<file path="config.mk">
export PLATFORM = sky130hd
export DESIGN_NAME = conv_feeder
export DESIGN_NICKNAME = d
export VERILOG_FILES = /design/src/rtl/conv_feeder_pkg.sv /design/src/rtl/conv_feeder_pad_coord_gen.sv /design/src/rtl/conv_feeder.sv
export SDC_FILE = /design/constraint.sdc
export NUM_CORES = 1
export LEC_CHECK = 0
export BUFFER_PORTS_ARGS = -buffer_cell sky130_fd_sc_hd__buf_2
export CAP_MARGIN = 15
export CORE_MARGIN = 1
export CORE_UTILIZATION = 55
export DETAILED_ROUTE_END_ITERATION = 12
export PLACE_DENSITY_LB_ADDON = 0.15
export SETUP_SLACK_MARGIN = 0.4
export SYNTH_ARGS = -nofsm -noshare
export SYNTH_HDL_FRONTEND = slang
export SYNTH_SLANG_ARGS = --single-unit
</file>
<file path="constraint.sdc">
create_clock -name i_clk -period 15.57 [get_ports i_clk]
set_input_delay 0.7785 -clock i_clk [delete_from_list [all_inputs] [get_ports i_clk]]
set_output_delay 0.7785 -clock i_clk [all_outputs]
set_load 0.02 [all_outputs]
</file>
<file path="src/rtl/conv_feeder_pkg.sv">
// rtl/conv_feeder_pkg.sv - shared state encoding, default widths and sizing helper for conv_feeder
package conv_feeder_pkg;

    typedef enum logic [2:0] {
        ST_IDLE,
        ST_LOAD_W,
        ST_W_DRAIN,
        ST_STREAM,
        ST_DRAIN,
        ST_DONE
    } state_t;

    localparam int KERNEL_SIZE_DEF = 3;
    localparam int FM_SIZE_DEF     = 5;
    localparam int PADDING_DEF     = 1;
    localparam int FM_W_DEF        = 30;
    localparam int W_W_DEF         = 18;

    // Bits needed to hold 0 .. n-1, never narrower than one bit.
    function automatic int addr_w(input int n);
        return (n <= 1) ? 1 : $clog2(n);
    endfunction

endpackage

</file>
<file path="src/rtl/conv_feeder_pad_coord_gen.sv">
// rtl/conv_feeder_pad_coord_gen.sv - padded raster (r, c) walker with interior decode and FM address
module pad_coord_gen
    import conv_feeder_pkg::*;
#(
    parameter int FM_SIZE = FM_SIZE_DEF,
    parameter int PADDING = PADDING_DEF,
    parameter int ADDR_W  = addr_w(FM_SIZE * FM_SIZE)
) (
    input  logic              i_clk,
    input  logic              i_rst,
    input  logic              i_clear,
    input  logic              i_adv,
    output logic              o_first,
    output logic              o_last,
    output logic              o_interior,
    output logic [ADDR_W-1:0] o_addr
);

    localparam int S   = FM_SIZE + 2 * PADDING;
    localparam int R_W = addr_w(S);
    localparam logic [R_W-1:0] S_M1 = R_W'(S - 1);

    logic [R_W-1:0] r_q, c_q;
    logic [R_W-1:0] r_off, c_off;
    logic           r_in, c_in;

    always_ff @(posedge i_clk or posedge i_rst) begin
        if (i_rst) begin
            r_q <= '0;
            c_q <= '0;
        end else if (i_clear) begin
            r_q <= '0;
            c_q <= '0;
        end else if (i_adv) begin
            if (c_q == S_M1) begin
                c_q <= '0;
                if (r_q != S_M1) begin
                    r_q <= r_q + 1'b1;
                end
            end else begin
                c_q <= c_q + 1'b1;
            end
        end
    end

    // Without padding every coordinate is interior; skip the comparisons entirely.
    generate
        if (PADDING == 0) begin : g_nopad
            assign r_in = 1'b1;
            assign c_in = 1'b1;
        end else begin : g_pad
            localparam logic [R_W-1:0] LO = R_W'(PADDING);
            localparam logic [R_W-1:0] HI = R_W'(FM_SIZE + PADDING - 1);
            assign r_in = (r_q >= LO) && (r_q <= HI);
            assign c_in = (c_q >= LO) && (c_q <= HI);
        end
    endgenerate

    assign r_off      = r_q - R_W'(PADDING);
    assign c_off      = c_q - R_W'(PADDING);
    assign o_addr     = ADDR_W'(r_off) * ADDR_W'(FM_SIZE) + ADDR_W'(c_off);
    assign o_interior = r_in && c_in;
    assign o_first    = (r_q == '0) && (c_q == '0);
    assign o_last     = (r_q == S_M1) && (c_q == S_M1);

endmodule

</file>
<file path="src/rtl/conv_feeder.sv">
// rtl/conv_feeder.sv - loads one kernel's weights then streams the zero-padded FM; CONV_FEEDER_STALL_EN adds i_stall
module conv_feeder
    import conv_feeder_pkg::*;
#(
    parameter int KERNEL_SIZE = KERNEL_SIZE_DEF,
    parameter int FM_SIZE     = FM_SIZE_DEF,
    parameter int PADDING     = PADDING_DEF,
    parameter int FM_W        = FM_W_DEF,
    parameter int W_W         = W_W_DEF,
    localparam int KK         = KERNEL_SIZE * KERNEL_SIZE,
    localparam int WA_W       = addr_w(KK),
    localparam int FA_W       = addr_w(FM_SIZE * FM_SIZE)
) (
    input  logic             i_clk,
    input  logic             i_rst,
    input  logic             i_go,
    output logic             o_w_en,
    output logic [WA_W-1:0]  o_w_addr,
    input  logic [W_W-1:0]   i_w_data,
    output logic             o_fm_en,
    output logic [FA_W-1:0]  o_fm_addr,
    input  logic [FM_W-1:0]  i_fm_data,
    output logic [KK*W_W-1:0] o_weight_data,
    output logic [FM_W-1:0]  o_fm_data,
    output logic             o_fm_valid,
    output logic             o_conv_go,
    output logic             o_done
`ifdef CONV_FEEDER_STALL_EN
    ,
    input  logic             i_stall
`endif
);

    localparam logic [WA_W-1:0] W_LAST = WA_W'(KK - 1);

    state_t state_q, state_d;

    logic [WA_W-1:0]   w_cnt_q;
    logic [WA_W-1:0]   w_slot_q;
    logic              w_cap_q;
    logic [KK*W_W-1:0] weight_q;
    logic              pix_valid_q, pad_q, first_q;
    logic              issue, stall;
    logic              cg_clear, cg_adv, cg_first, cg_last, cg_interior;
    logic [FA_W-1:0]   cg_addr;

`ifdef CONV_FEEDER_STALL_EN
    assign stall = i_stall;
`else
    assign stall = 1'b0;
`endif

    pad_coord_gen #(
        .FM_SIZE (FM_SIZE),
        .PADDING (PADDING),
        .ADDR_W  (FA_W)
    ) u_coord (
        .i_clk      (i_clk),
        .i_rst      (i_rst),
        .i_clear    (cg_clear),
        .i_adv      (cg_adv),
        .o_first    (cg_first),
        .o_last     (cg_last),
        .o_interior (cg_interior),
        .o_addr     (cg_addr)
    );

    always_ff @(posedge i_clk or posedge i_rst) begin
        if (i_rst) begin
            state_q <= ST_IDLE;
        end else begin
            state_q <= state_d;
        end
    end

    always_comb begin
        state_d  = state_q;
        o_w_en   = 1'b0;
        cg_clear = 1'b0;
        cg_adv   = 1'b0;
        issue    = 1'b0;
        case (state_q)
            ST_IDLE: begin
                if (i_go) begin
                    state_d = ST_LOAD_W;
                end
            end
            ST_LOAD_W: begin
                o_w_en = 1'b1;
                if (w_cnt_q == W_LAST) begin
                    state_d = ST_W_DRAIN;
                end
            end
            ST_W_DRAIN: begin
                cg_clear = 1'b1;
                state_d  = ST_STREAM;
            end
            ST_STREAM: begin
                if (!stall) begin
                    issue  = 1'b1;
                    cg_adv = 1'b1;
                    if (cg_last) begin
                        state_d = ST_DRAIN;
                    end
                end
            end
            ST_DRAIN: state_d = ST_DONE;
            ST_DONE:  state_d = ST_IDLE;
            default:  state_d = ST_IDLE;
        endcase
    end

    // Weight read data lags its address by one cycle, so capture into the slot of last cycle's address.
    always_ff @(posedge i_clk or posedge i_rst) begin
        if (i_rst) begin
            w_cnt_q  <= '0;
            w_slot_q <= '0;
            w_cap_q  <= 1'b0;
            weight_q <= '0;
        end else begin
            if (state_q == ST_IDLE) begin
                w_cnt_q <= '0;
            end else if (state_q == ST_LOAD_W && w_cnt_q != W_LAST) begin
                w_cnt_q <= w_cnt_q + 1'b1;
            end
            w_cap_q  <= o_w_en;
            w_slot_q <= w_cnt_q;
            if (w_cap_q) begin
                weight_q[w_slot_q*W_W +: W_W] <= i_w_data;
            end
        end
    end

    always_ff @(posedge i_clk or posedge i_rst) begin
        if (i_rst) begin
            pix_valid_q <= 1'b0;
            pad_q       <= 1'b0;
            first_q     <= 1'b0;
        end else begin
            pix_valid_q <= issue;
            pad_q       <= ~cg_interior;
            first_q     <= issue && cg_first;
        end
    end

    assign o_w_addr      = o_w_en ? w_cnt_q : '0;
    assign o_fm_en       = issue && cg_interior;
    assign o_fm_addr     = o_fm_en ? cg_addr : '0;
    assign o_weight_data = weight_q;
    assign o_fm_data     = (pix_valid_q && !pad_q) ? i_fm_data : '0;
    assign o_fm_valid    = pix_valid_q;
    assign o_conv_go     = first_q;
    assign o_done        = (state_q == ST_DONE);

endmodule
</file>
---- Word-level counts from Yosys, hierarchy flattened ----
Cells that the tools add are included.
operators by class
  $add $sub $neg .......................... 7
  $mul .................................... 2
  $lt $le $gt $ge ......................... 4
  equality and inequality tests ........... 13
  shift operators ......................... 2
  muxes and demuxes ....................... 20
  bitwise operators ....................... 1
  reductions and logical operators ........ 19
operators with widths
  kind                                                                        count
  162-bit bitwise mux                                                         1
  18-bit by 34-bit variable shift with 162-bit output (first input constant)  1
  18-bit by 34-bit indexed part select with 162-bit output                    1
  9-bit negator with 34-bit output                                            1
  3-bit two-way mux                                                           10
  30-bit two-way mux                                                          1
  3-bit one-hot mux with 5 select lines                                       1
  3-bit == test (second input constant)                                       4
  4-bit two-way mux                                                           3
  1-bit logical AND                                                           9
  3-bit logical NOT                                                           3
  4-bit by 4-bit multiplier with 8-bit output (second input constant)         1
  2-bit nonzero test                                                          4
  3-bit by 1-bit adder with 3-bit output (second input constant)              2
  3-bit by 2-bit == test with 1-bit output (second input constant)            2
  3-bit by 1-bit >= comparator with 1-bit output (second input constant)      2
  3-bit <= comparator (second input constant)                                 2
  2-bit != test (second input constant)                                       3
  3-bit AND reduction                                                         2
  3-bit by 1-bit subtractor with 3-bit output (second input constant)         2
  5-bit by 3-bit adder with 5-bit output                                      1
  3-bit by 3-bit multiplier with 5-bit output (second input constant)         1
  5-bit two-way mux                                                           1
  4-bit by 1-bit adder with 4-bit output (second input constant)              1
  other kinds (7)                                                             9
word-level totals
  bits in registers ....................... 183
  bits of input ports ..................... 51
  output and inout port bits .............. 206
  logic and storage cells ................. 78

---- Longest topological paths before layout ----
  depth after elaboration ................. 5
  depth in mapped cells ................... 13
  gate-level depth less buffers ........... 13

---- Modules after synthesis ----
From an unflattened synthesis, not the netlist that was laid out.
second synthesis, totals
  cells, all modules ...................... 1023
  area total of the unflattened synthesis .. 10719.0 µm²
modules (own cells, without submodules)
  module         instances  cells an instance  area an instance (µm²)  seq. area each (µm²)
  conv_feeder    1          945                10014.6                 4429.2
  pad_coord_gen  1          78                 704.4                   150.1

---- Worst setup path after synthesis ----
No wires, ideal clock.
  path type ............................... register -> register
  from .................................... register w_slot_q[3]
  to ...................................... register weight_q[118] (netlist: o_weight_data[118])
  library setup time ...................... 0.125 ns
  arrival time ............................ 3.376 ns
  required time ........................... 15.445 ns
  setup slack ............................. 12.070 ns
  cell stages (with the launch flop) ...... 14
  path buffers ............................ 1
  period minus slack after synthesis ...... 3.500 ns
  cells stage by stage .................... dfrtp_1 > ha_1 > ha_1 > ha_1 > nor4_4 > nand2_2 > nor2_1 > ha_1 > nand2_1 > a21oi_1 > and3_1 > buf_2 > nor2b_1 > mux2_2
between the ends
  cells in the longest elaborated chain, start to end .. 4
  elaborated cells on any way between the ends .. 5
  classes of those cells .................. 1 x add/sub; 1 x mul; 2 x shift; 1 x mux
RTL lines
  what                                                                                                                             line                source
  start: declaration                                                                                                               conv_feeder.sv:39   logic [WA_W-1:0] w_slot_q;
  start signal: assignment                                                                                                         conv_feeder.sv:127  w_slot_q <= w_cnt_q;
  4-bit by 4-bit multiplier with 8-bit output (*)                                                                                  conv_feeder.sv:129  weight_q[w_slot_q*W_W +: W_W] <= i_w_data;
  9-bit negator with 34-bit output (*)                                                                                             conv_feeder.sv:129
  18-bit by 34-bit indexed part select with 162-bit output or 18-bit by 34-bit variable shift with 162-bit output (tied branches)  conv_feeder.sv:129
  162-bit bitwise mux (*)                                                                                                          conv_feeder.sv:129
  end signal: indexed assignment                                                                                                   conv_feeder.sv:129
  end: declaration                                                                                                                 conv_feeder.sv:41   logic [KK*W_W-1:0] weight_q;
Mark *: on every way between the ends. The rest lies on a longest branch, timed or not.
A chain may end at the register's enable or synchronous reset.

---- Worst setup path in the final report ----
  from .................................... register w_slot_q[0]
  to ...................................... register weight_q[74] (netlist: o_weight_data[74])
The elaborated chain is that of the path after synthesis.

==> out/metrics.yaml <==
first_pass_iters: 6
synth-compound-area-share_pct: 11.7
end_kind: "register"
layout.cells.most_common: "sky130_fd_sc_hd__buf_2"
ant_nets: 0
routed_via_density: 6.41
tns_ns: 0
cts_root_buffer: "sky130_fd_sc_hd__clkbuf_16"
fin_nets: 1330
synth.largest_area_cell: "sky130_fd_sc_hd__dfrtp_1"
number_of_cells_traversed_by_the_worst_hold_path: 0
drt_iter0_drc: 786
grt_remaining_overflow: 0
worst_pin_slew_ns: 1.06
initial_utilization_pct: 56.4
data_required_time_at_the_worst_endpoint_ns: 15.90
pin_count: 257
postSynthCellCount: 1011
setup_viol_count_final: 0
yosysWarnings: 0
cts-htree-levels: 4
count_of_clock_tree_sinks: 183
timing.fmax_mhz: 205
synthesis.nets: 1089
vias: 9604
ys_ff_latch: 183
place.gp.congestion: 1.03
synth_edf_count: 0
min_path_type: "reg2reg"
final_cell_mix: "sky130_fd_sc_hd__buf_2, sky130_fd_sc_hd__dfrtp_1, sky130_fd_sc_hd__mux2_2, sky130_fd_sc_hd__nand2_1, sky130_fd_sc_hd__nor2_1"
timing_hold_violations_final: 0
worstSetupPathType: "reg2reg"
finClkSkew_ns: 0.0151
core_area_um2: 18800
nFillCells: 1529
rrSetupSlack_ns: 10.69
slew-limit-headroom_pct: 29.1
minimum_hold_slack_ns: 0.447
layout.core_utilization_pct: 67.7
clock_insertion_delay_worst_skew_ns: 0.45
crit_fanout: 37
synthMuxAreaShare_pct: 22.3
hpwl_um: 25700
synth_simple_gate_area_share_pct: 15.2
antenna_found_initial: 0
die_width_um: 141
port_buffers: 256
grt_start_max_net_pins: 100
globalRouteTotalUtil_pct: 35.4
synth-xor-area-share_pct: 1.32
critPathLaunchType: "register"
routed_wirelength_normalized_by_instance_count_um: 23.1
ys_seq_area_share_pct: 43.3
cts.path.max_buffers: 2
drive_gt1_share_pct: 39.9
ys_types: 70
grt_setup_unrepaired: "no"
n_antenna_cell: 0
main_combinational_cell_family_by_area_after_synthesis: "multiplexers"
yosys.area_share.adder_pct: 3.26
hold_buffers: 0
cts_setup_buffers: 0
clk_pin_slew_ns: 0.08
post-synth-top-area-fraction_pct: 43.3
synth.cell_area_um2: 10600
timing.critical_path.arrival_ns: 5.21
tritoncts.num_buffers: 17
cts_resized: 0
synth_top_flop_cell: "sky130_fd_sc_hd__dfrtp_1"
worst_r2r_path_depth: 13
drv_cap: 0
fin_crit_ns: 4.88
post-route-period-util_pct: 31.3
cts_tree: "built"
number_of_standard_cell_rows_in_the_floorplan: 50
postSynth.asyncResetShare_pct: 100
status: "finished, final reports clean"
timing.final.max_slew_violations: 0
drt_wl_total_um: 34700
drc: 0
dieArea_um2: 19800
grt_first_pass_wirelength_um: 52900
die_h_um: 141
vias_in_the_first_global_route: 9100
area_growth_syn_to_layout_pct: 20.0
synthesized_area_divided_by_synthesized_cell_count_um2: 10.5
synth.top_cells.by_area: "sky130_fd_sc_hd__dfrtp_1, sky130_fd_sc_hd__mux2_2, sky130_fd_sc_hd__o22ai_1"
[stage by stage]
step                      setup WS [ns]  instance area (um^2)  cells
after floorplan                    9.82                 10600   1011
after global placement            10.74                 12100   1465
after detailed placement          10.87                 12100   1466
after CTS                         10.82                 12700   1498
after global routing              10.50                 12700   1499
final                             10.69                 12700   1499
[worst paths after layout]
kind	from	endpoint
min reg2reg	w_cnt_q[3]	w_slot_q[3]
min in group asynchronous	i_rst	o_weight_data[41]
max in group asynchronous	i_rst	o_weight_data[90]
min	w_cnt_q[3]	w_slot_q[3]
max reg2reg	w_slot_q[0]	o_weight_data[74]
max	w_slot_q[0]	o_weight_data[74]
[layer usage]
metal | wire [um] | GRT usage (%) | vias up
met4 | 1480 | 15.5 | 0
met5 | 0 | 0 | -
met2 | 15700 | 53.5 | 535
met1 | 14700 | 49.7 | 4782
met3 | 2800 | 6.69 | 97
li1 | - | - | 4190
[synth_stat cells, types with 2 or more instances]
master	count
sky130_fd_sc_hd__a22o_1	4
sky130_fd_sc_hd__nor2_1	73
sky130_fd_sc_hd__a221oi_1	2
sky130_fd_sc_hd__o31ai_1	3
sky130_fd_sc_hd__o32a_1	2
sky130_fd_sc_hd__buf_4	5
sky130_fd_sc_hd__nand2_1	74
sky130_fd_sc_hd__xor2_1	7
sky130_fd_sc_hd__inv_1	25
sky130_fd_sc_hd__a221o_1	2
sky130_fd_sc_hd__and2_1	38
sky130_fd_sc_hd__nor3b_1	4
sky130_fd_sc_hd__and3_1	5
sky130_fd_sc_hd__mux2_2	175
sky130_fd_sc_hd__nor2b_1	10
sky130_fd_sc_hd__a31oi_1	6
sky130_fd_sc_hd__o21ai_0	43
sky130_fd_sc_hd__a21oi_1	24
sky130_fd_sc_hd__o211ai_1	3
sky130_fd_sc_hd__a2bb2oi_1	2
sky130_fd_sc_hd__nor3_1	19
sky130_fd_sc_hd__buf_2	14
sky130_fd_sc_hd__o2bb2ai_1	3
sky130_fd_sc_hd__mux4_2	4
sky130_fd_sc_hd__or2_2	2
sky130_fd_sc_hd__ha_1	26
sky130_fd_sc_hd__a21o_1	2
sky130_fd_sc_hd__nor4_1	6
sky130_fd_sc_hd__a211oi_1	2
sky130_fd_sc_hd__xnor2_1	9
sky130_fd_sc_hd__mux2i_1	28
sky130_fd_sc_hd__dfrtp_1	183
sky130_fd_sc_hd__clkbuf_1	29
sky130_fd_sc_hd__nand3_2	3
sky130_fd_sc_hd__o32ai_1	3
sky130_fd_sc_hd__o21bai_1	2
sky130_fd_sc_hd__nand4_1	12
sky130_fd_sc_hd__or3_1	7
sky130_fd_sc_hd__nand2b_1	10
sky130_fd_sc_hd__a22oi_1	6
sky130_fd_sc_hd__mux2_1	2
sky130_fd_sc_hd__nand3_1	38
sky130_fd_sc_hd__o22ai_1	66
sky130_fd_sc_hd__nand2_2	2
[registers in the layout (all words and copies together) (netlist names)]
| register | cells |
|---|---|
| o_conv_go | 1 |
| o_fm_valid | 1 |
| o_weight_data | 162 |
| pad_q | 1 |
| state_q | 3 |
| u_coord.c_q | 3 |
| u_coord.r_q | 3 |
| w_cap_q | 1 |
| w_cnt_q | 4 |
| w_slot_q | 4 |
[worst max-delay path, cell delays in order, from the launching register on]
cell and delay [ns]:
sky130_fd_sc_hd__dfrtp_1 0.37, sky130_fd_sc_hd__buf_4 0.27, sky130_fd_sc_hd__ha_1 0.27, sky130_fd_sc_hd__ha_1 0.20
sky130_fd_sc_hd__ha_1 0.42, sky130_fd_sc_hd__nor4_4 0.36, sky130_fd_sc_hd__nand2_2 0.17, sky130_fd_sc_hd__nor2_1 0.15
sky130_fd_sc_hd__ha_1 0.29, sky130_fd_sc_hd__nand2_1 0.31, sky130_fd_sc_hd__a21oi_1 0.53, sky130_fd_sc_hd__nand2_1 0.49
sky130_fd_sc_hd__o22ai_1 0.54, sky130_fd_sc_hd__mux2_2 0.39
[cell type report]
type | count | area [um^2] | share of cell area, %
clock inverter | 15 | 194 | 1.53
timing repair buffer | 271 | 1410 | 11.1
inverter | 25 | 98.8 | 0.778
multi-input combinational | 754 | 5700 | 44.9
sequential | 183 | 4580 | 36.0
tap | 234 | 293 | 2.30
clock buffer | 17 | 425 | 3.35
[kinds of logic (layout without fill, tap and decap cells)]
family | Yosys count | count (layout)
buffers and inverters | 74 | 328
DFF | 183 | 183
muxes | 209 | 209
and+or+nand+nor | 314 | 314
adders and majority gates | 27 | 27
AOI/OAI and AO/OA | 188 | 188
xor gates and xnor gates | 16 | 16
Power is not shown: default switching activity piles up to over one toggle a cycle in this logic, so the estimate is an artifact.
